$ cat config.mk
export PLATFORM = sky130hd
export DESIGN_NAME = sample_player
export DESIGN_NICKNAME = d
export VERILOG_FILES = /design/src/rtl/sample_player.sv
export SDC_FILE = /design/constraint.sdc
export NUM_CORES = 1
export LEC_CHECK = 0
export CAP_MARGIN = 25
export CORE_ASPECT_RATIO = 1.5
export CORE_MARGIN = 2
export CORE_UTILIZATION = 50
export CTS_CLUSTER_DIAMETER = 120
export DETAILED_ROUTE_END_ITERATION = 8
export GPL_ROUTABILITY_DRIVEN = 0
export GPL_TIMING_DRIVEN = 1
export PLACE_DENSITY_LB_ADDON = 0.12
export SYNTH_ARGS = -nofsm -noshare
export SYNTH_HDL_FRONTEND = slang
export SYNTH_SLANG_ARGS = --single-unit
$ cat constraint.sdc
create_clock -name clk -period 9.2 [get_ports clk]
set_input_delay 1.84 -clock clk [delete_from_list [all_inputs] [get_ports clk]]
set_output_delay 1.84 -clock clk [all_outputs]
set_load 0.02 [all_outputs]
$ cat src/rtl/sample_player.sv
// sample_player: streaming audio playback stage behind the PSRAM controller.
//
// Fetches consecutive 16-bit signed samples from cellular RAM through a
// req/ack read port and buffers them in a small FIFO. One sample is released
// to the audio path on every sample-rate tick.
//
// Ports:
//   clk, rst        system clock, synchronous active-high reset
//   start, stop     one-cycle pulses: begin playback / abort playback
//   loop_en         wrap back to base_addr after the last sample
//   base_addr       first sample word address (latched on start)
//   length          number of samples (latched on start)
//   mem_req         read request, held until mem_ack
//   mem_addr        read word address, stable while mem_req is high
//   mem_ack         one-cycle pulse: mem_rdata valid, request complete
//   mem_rdata       read data from RAM
//   busy            playback active
//   sample_out      current sample (signed)
//   sample_valid    one-cycle pulse on each tick that pops a sample
//   underrun        sticky flag: a tick found the FIFO empty while fetching
//   pwm_out         PWM audio output
//
// Build option:
//   SAMPLE_PLAYER_PWM_EN  when defined, pwm_out carries an 8-bit PWM of the
//                         current sample; otherwise pwm_out is tied low.

module sample_player #(
  parameter int ADDR_W     = 23,
  parameter int SAMPLE_DIV = 2268,
  parameter int FIFO_DEPTH = 8
) (
  input  logic              clk,
  input  logic              rst,
  input  logic              start,
  input  logic              stop,
  input  logic              loop_en,
  input  logic [ADDR_W-1:0] base_addr,
  input  logic [ADDR_W-1:0] length,
  output logic              mem_req,
  output logic [ADDR_W-1:0] mem_addr,
  input  logic              mem_ack,
  input  logic [15:0]       mem_rdata,
  output logic              busy,
  output logic [15:0]       sample_out,
  output logic              sample_valid,
  output logic              underrun,
  output logic              pwm_out
);

  localparam int PTR_W  = (FIFO_DEPTH > 1) ? $clog2(FIFO_DEPTH) : 1;
  localparam int CNT_W  = $clog2(FIFO_DEPTH + 1);
  localparam int TICK_W = $clog2(SAMPLE_DIV);

  localparam logic [CNT_W-1:0]  DEPTH_C   = CNT_W'(FIFO_DEPTH);
  localparam logic [TICK_W-1:0] TICK_LAST = TICK_W'(SAMPLE_DIV - 1);
  localparam logic [ADDR_W-1:0] ONE_WORD  = ADDR_W'(1);

  // STOP_WAIT: a stop arrived while a read was outstanding; the RAM side
  // cannot abort, so we wait for the ack and throw the data away.
  typedef enum logic [1:0] {
    IDLE,
    REQ,
    DRAIN,
    STOP_WAIT
  } state_t;

  state_t state, state_next;

  logic [ADDR_W-1:0] ptr;
  logic [ADDR_W-1:0] remaining;
  logic [ADDR_W-1:0] base_lat;
  logic [ADDR_W-1:0] len_lat;

  logic [15:0]       fifo [FIFO_DEPTH];
  logic [PTR_W-1:0]  wr_ptr;
  logic [PTR_W-1:0]  rd_ptr;
  logic [CNT_W-1:0]  count;

  logic [TICK_W-1:0] tick_cnt;

  logic ack_ok;
  logic start_ok;
  logic abort;
  logic push;
  logic pop;
  logic starve;
  logic last_word;
  logic tick;
  logic playing;

  assign busy      = (state != IDLE);
  assign ack_ok    = mem_req & mem_ack;
  assign start_ok  = (state == IDLE) & start & ~stop & (length != '0);
  assign abort     = stop & ((state == REQ) | (state == DRAIN));
  assign push      = ack_ok & (state == REQ) & ~stop;
  assign last_word = (remaining == ONE_WORD);
  assign tick      = busy & (tick_cnt == TICK_LAST);
  assign playing   = ((state == REQ) | (state == DRAIN)) & ~stop;
  assign pop       = tick & playing & (count != '0);
  // Running dry in DRAIN is the normal end of playback, not an underrun.
  assign starve    = tick & (state == REQ) & ~stop & (count == '0);

  always_ff @(posedge clk) begin
    if (rst) begin
      state <= IDLE;
    end else begin
      state <= state_next;
    end
  end

  always_comb begin
    state_next = state;
    case (state)
      IDLE: begin
        if (start_ok) begin
          state_next = REQ;
        end
      end
      REQ: begin
        if (stop) begin
          state_next = (mem_req & ~mem_ack) ? STOP_WAIT : IDLE;
        end else if (push & last_word & ~loop_en) begin
          state_next = DRAIN;
        end
      end
      DRAIN: begin
        // No pushes happen here, so an empty FIFO means the final sample
        // has already been handed out.
        if (stop | (count == '0)) begin
          state_next = IDLE;
        end
      end
      STOP_WAIT: begin
        if (ack_ok) begin
          state_next = IDLE;
        end
      end
      default: state_next = IDLE;
    endcase
  end

  // Request port and address bookkeeping. A request is only raised from a
  // low mem_req, so after an ack there is always at least one idle cycle.
  // The space test counts the slot an outstanding read will fill.
  always_ff @(posedge clk) begin
    if (rst) begin
      mem_req   <= 1'b0;
      mem_addr  <= '0;
      ptr       <= '0;
      remaining <= '0;
      base_lat  <= '0;
      len_lat   <= '0;
    end else begin
      if (start_ok) begin
        base_lat  <= base_addr;
        len_lat   <= length;
        ptr       <= base_addr;
        remaining <= length;
      end else if (push) begin
        if (last_word & loop_en) begin
          ptr       <= base_lat;
          remaining <= len_lat;
        end else begin
          ptr       <= ptr + ONE_WORD;
          remaining <= remaining - ONE_WORD;
        end
      end

      if (mem_req) begin
        if (mem_ack) begin
          mem_req <= 1'b0;
        end
      end else if ((state == REQ) & ~stop & (count < DEPTH_C)) begin
        mem_req  <= 1'b1;
        mem_addr <= ptr;
      end
    end
  end

  always_ff @(posedge clk) begin
    if (push) begin
      fifo[wr_ptr] <= mem_rdata;
    end
  end

  // FIFO pointers; a new start or an abort flushes any buffered samples.
  always_ff @(posedge clk) begin
    if (rst) begin
      wr_ptr <= '0;
      rd_ptr <= '0;
      count  <= '0;
    end else if (start_ok | abort) begin
      wr_ptr <= '0;
      rd_ptr <= '0;
      count  <= '0;
    end else begin
      if (push) begin
        wr_ptr <= wr_ptr + 1'b1;
      end
      if (pop) begin
        rd_ptr <= rd_ptr + 1'b1;
      end
      if (push & ~pop) begin
        count <= count + 1'b1;
      end else if (pop & ~push) begin
        count <= count - 1'b1;
      end
    end
  end

  // Sample-rate divider and output register. sample_out keeps its value
  // whenever no pop happens, including through underruns and IDLE.
  always_ff @(posedge clk) begin
    if (rst) begin
      tick_cnt     <= '0;
      sample_out   <= '0;
      sample_valid <= 1'b0;
      underrun     <= 1'b0;
    end else begin
      if (!busy || tick) begin
        tick_cnt <= '0;
      end else begin
        tick_cnt <= tick_cnt + 1'b1;
      end

      sample_valid <= pop;
      if (pop) begin
        sample_out <= fifo[rd_ptr];
      end

      if (start_ok) begin
        underrun <= 1'b0;
      end else if (starve) begin
        underrun <= 1'b1;
      end
    end
  end

`ifdef SAMPLE_PLAYER_PWM_EN
  logic [7:0] pwm_cnt;
  logic [7:0] duty;

  // Duty is the sample's top byte in offset binary, reloaded only at the
  // start of a PWM period so each period is glitch-free.
  always_ff @(posedge clk) begin
    if (rst) begin
      pwm_cnt <= '0;
      duty    <= '0;
      pwm_out <= 1'b0;
    end else begin
      pwm_cnt <= pwm_cnt + 8'd1;
      if (pwm_cnt == 8'hFF) begin
        duty <= {~sample_out[15], sample_out[14:8]};
      end
      pwm_out <= (pwm_cnt < duty);
    end
  end
`else
  assign pwm_out = 1'b0;
`endif

endmodule
==> summary.md <==
| Metric | Value |
|---|---|
| DRC viols | 0 |
| Initial antenna violation count | 0 |
| Max clock buf depth | 3 |
| # hold bufs at CTS | 0 |
| Clock latency on the worst-skew pair | 540 ps |
| Clk root buf | clkbuf_16 |
| TritonCTS clock tree | built |
| Min Tclk post-route | 5340 ps |
| Synth top area share | 0.316 |
| Final nets | 1280 |
| Share of cells above drive strength 1 | 0.0978 |
| Worst-path clk slew | 60 ps |
| TritonCTS Buffers | 27 |
| Post-synthesis sequential area ratio | 0.576 |
| First-pass GRT wire length | 46.1 mm |
| Synthesized area per cell | 10.9 sq um |
| Core area | 0.0238 sq mm |
| Critical path's slowest cell | inv_1 |
| Fillers | 2039 |
| Postcts setup bufs | 0 |
| PD cells | 204 mW/mm^2 |
| Number of H-tree levels | 1 |
| Vias in the first global route | 8703 |
| Final setup TNS | 0 ps |
| # rows | 69 |
| Routed WL per cell | 18.6 microns |
| Prevailing post-synth register cell | dfxtp_1 |
| Worst rel slew slack | 0.312 |
| Seq cells post-synth | 286 |
| Pin count of the biggest net entering global routing | 76 |
| Period Utilization, post-route | 0.581 |
| Multi-input logic area | 0.00486 sq mm |
| # IOs | 112 |
| Post-route antenna net violation count | 0 |
| Pleak | 4.68 nW |
| Synth area leader | edfxtp_1 |
| 1st-iter DRT viols | 511 |
| Initial Util | 0.511 |
| Synth warn | 0 |
| Grt ovf | 0 |
| CP Capture Type | register |
| Outcome | complete, no violations |
| Non-Filler Instances | 1536 |
| Die X | 131 microns |
| P_sw | 788 uW |
| Register area | 0.00701 sq mm |
| CP Data Required Time | 9650 ps |
| Post-CTS Resized | 0 |
| Vias per cell | 5.69 |
| Setup-failing EPs final | 0 |
| Placed insts | 1487 |
| Clock share of power | 0.351 |
| Yosys cell types | 61 |
| Synth Instances | 1114 |
| Syn Std Cell Area | 0.0122 sq mm |
| Reg power frac | 0.492 |
| N_diodes | 0 |
| VDD IR-drop max | 0.000151 V |
| Mapped Nets | 1196 |
| Gate power share | 0.157 |
| Most common cell after layout, fill and taps aside | nand2_1 |
| FMAX | 0.187 GHz |
| IO Port Bufs | 110 |
| Final-report hold violation count | 0 |
| CP Class | primary input to register |
| Int Pwr | 2.16 mW |
| # clock sinks | 286 |
| FFs w/ async S/R, synth | 0 |
| Crit-path cells | clkdlybuf4s50_1 -> nor2b_1 -> nand3_1 -> inv_1 -> ha_1 -> inv_1 -> ha_1 -> a21o_1 -> a21oi_1 -> xnor2_1 -> or3_1 -> a21oi_1 |
| Max Cap Viol | 0 |
| Final Max Slew Viols | 0 |
| HPWL after detailed placement | 18.6 mm |
| Min-delay worst type | register to register |
| Total Power | 2.95 mW |
| DIE AREA | 0.0256 sq mm |
| CP Data Arrival Time | 5800 ps |
| Worst path max stage delay | 1030 ps |
| Switching Share | 0.267 |
| Crit path max fanout | 31 |
| Finished Core Util | 0.606 |
| Max Clock Skew | 15.1 ps |
| RSZ-0062 raised after global routing | no |
| Die height | 195 microns |
| Worst-Margin Slew | 1020 ps |
| Initial DRT Pass Iterations | 5 |
| GRT Overall Usage | 0.223 |
| Layout area overhead | 18.7% |
| CP startpoint kind | primary input |
| Synth top area cells | edfxtp_1 32%, dfxtp_1 26%, nand2_1 6.0% |
| Hold WS | 448 ps |
| Post-synth EDFFs | 128 |
| Via count | 8745 |
| Post-Route WL | 28.6 mm |
| Commonest cells after routing, fill and taps aside | 196 x nand2_1, 157 x dfxtp_1, 128 x edfxtp_1 |
metrics by stage:
stage / setup WS (ps) / cell area (sq um)
floorplan: 4720 / 12200
global placement: 3470 / 13600
detailed placement: 3350 / 13600
CTS: 3900 / 14400
global route: 3640 / 14400
finish: 3860 / 14400
power by group through the flow:
stage	logic [mW]	clock network, mW	registers [mW]
2_1_floorplan	0.337	0	1.45
3_3_place_gp	0.457	0	1.48
3_5_place_dp	0.461	0	1.48
4_1_cts	0.464	1.06	1.45
5_1_grt	0.516	1.11	1.46
6_report	0.462	1.04	1.45
final timing paths:
check              startpoint     endpoint  slack [ps]  depth (start not counted)
setup / recovery         stop     count[3]        3860                         12
hold / removal    tick_cnt[0]  tick_cnt[0]         450                          1
setup reg to reg     state[1]     count[3]        5020                         13
hold reg to reg   tick_cnt[0]  tick_cnt[0]         450                          1
worst max-delay path: cells and delay by family:
kind,cells,cell delay (ps)
adder cells (fa/ha/maj),2,590
AND/OR/NAND/NOR,3,1170
AO/OA/AOI/OAI,3,480
XOR/XNOR,1,90
buffers and inverters,3,1600
sequential cells by signal, indices dropped and copies added (netlist names):
| name | count |
|---|---|
| base_lat | 23 |
| count | 4 |
| fifo | 128 |
| len_lat | 23 |
| mem_addr | 23 |
| mem_req | 1 |
| ptr | 23 |
| rd_ptr | 3 |
| remaining | 23 |
| sample_out | 16 |
| sample_valid | 1 |
| state | 2 |
| tick_cnt | 12 |
| underrun | 1 |
| wr_ptr | 3 |
logic make-up (layout without fill, tap and decap cells):
family                   count (synthesis)  count (layout)  share of synthesized area
buffers and inverters                   89             192                     0.0300
other                                    1               1                   0.000308
AO/OA/AOI/OAI                          244             244                      0.130
multiplexers                            50              50                     0.0741
AND/OR/NAND/NOR                        385             385                      0.142
XOR/XNOR                                45              45                     0.0324
adder cells (fa/ha/maj)                 14              14                     0.0150
flip-flops                             286             286                      0.576
synthesized netlist by cell type (5+ instances only):
master and number:
xnor2_1 29, nor4_1 22, edfxtp_1 128, mux4_2 32, dfxtp_1 158, clkbuf_1 63
buf_2 7, o311a_1 9, a211oi_1 20, a211o_1 7, nor2_1 70, nand4_1 7
or4_1 5, o22ai_1 7, nand2b_1 5, o32ai_1 9, a21boi_0 10, nand2_1 196
o21ai_0 35, nor3_1 21, mux2i_1 18, inv_1 13, or3_1 10, ha_1 13
nand3_1 24, a221oi_2 6, a21oi_1 93, o211ai_1 7, xor2_1 16, a31oi_1 13
per-layer routing:
layer	wire length (microns)	track usage	vias up	part of all wire
met5	0	0	-	0
li1	-	-	4254	-
met3	1210	0.0306	43	0.042
met1	11700	0.269	4253	0.41
met2	14900	0.411	195	0.52
met4	796	0.0700	0	0.028
area by class of cell:
cell class / count / share of cell area
timing repair buffer: 131 / 0.0903
tap: 319 / 0.0277
multi-input combinational: 739 / 0.337
inverter: 13 / 0.00338
clock buffer: 36 / 0.0505
sequential: 286 / 0.485
clock inverter: 12 / 0.00589
No activity file was read; power rests on OpenSTA's default activity.
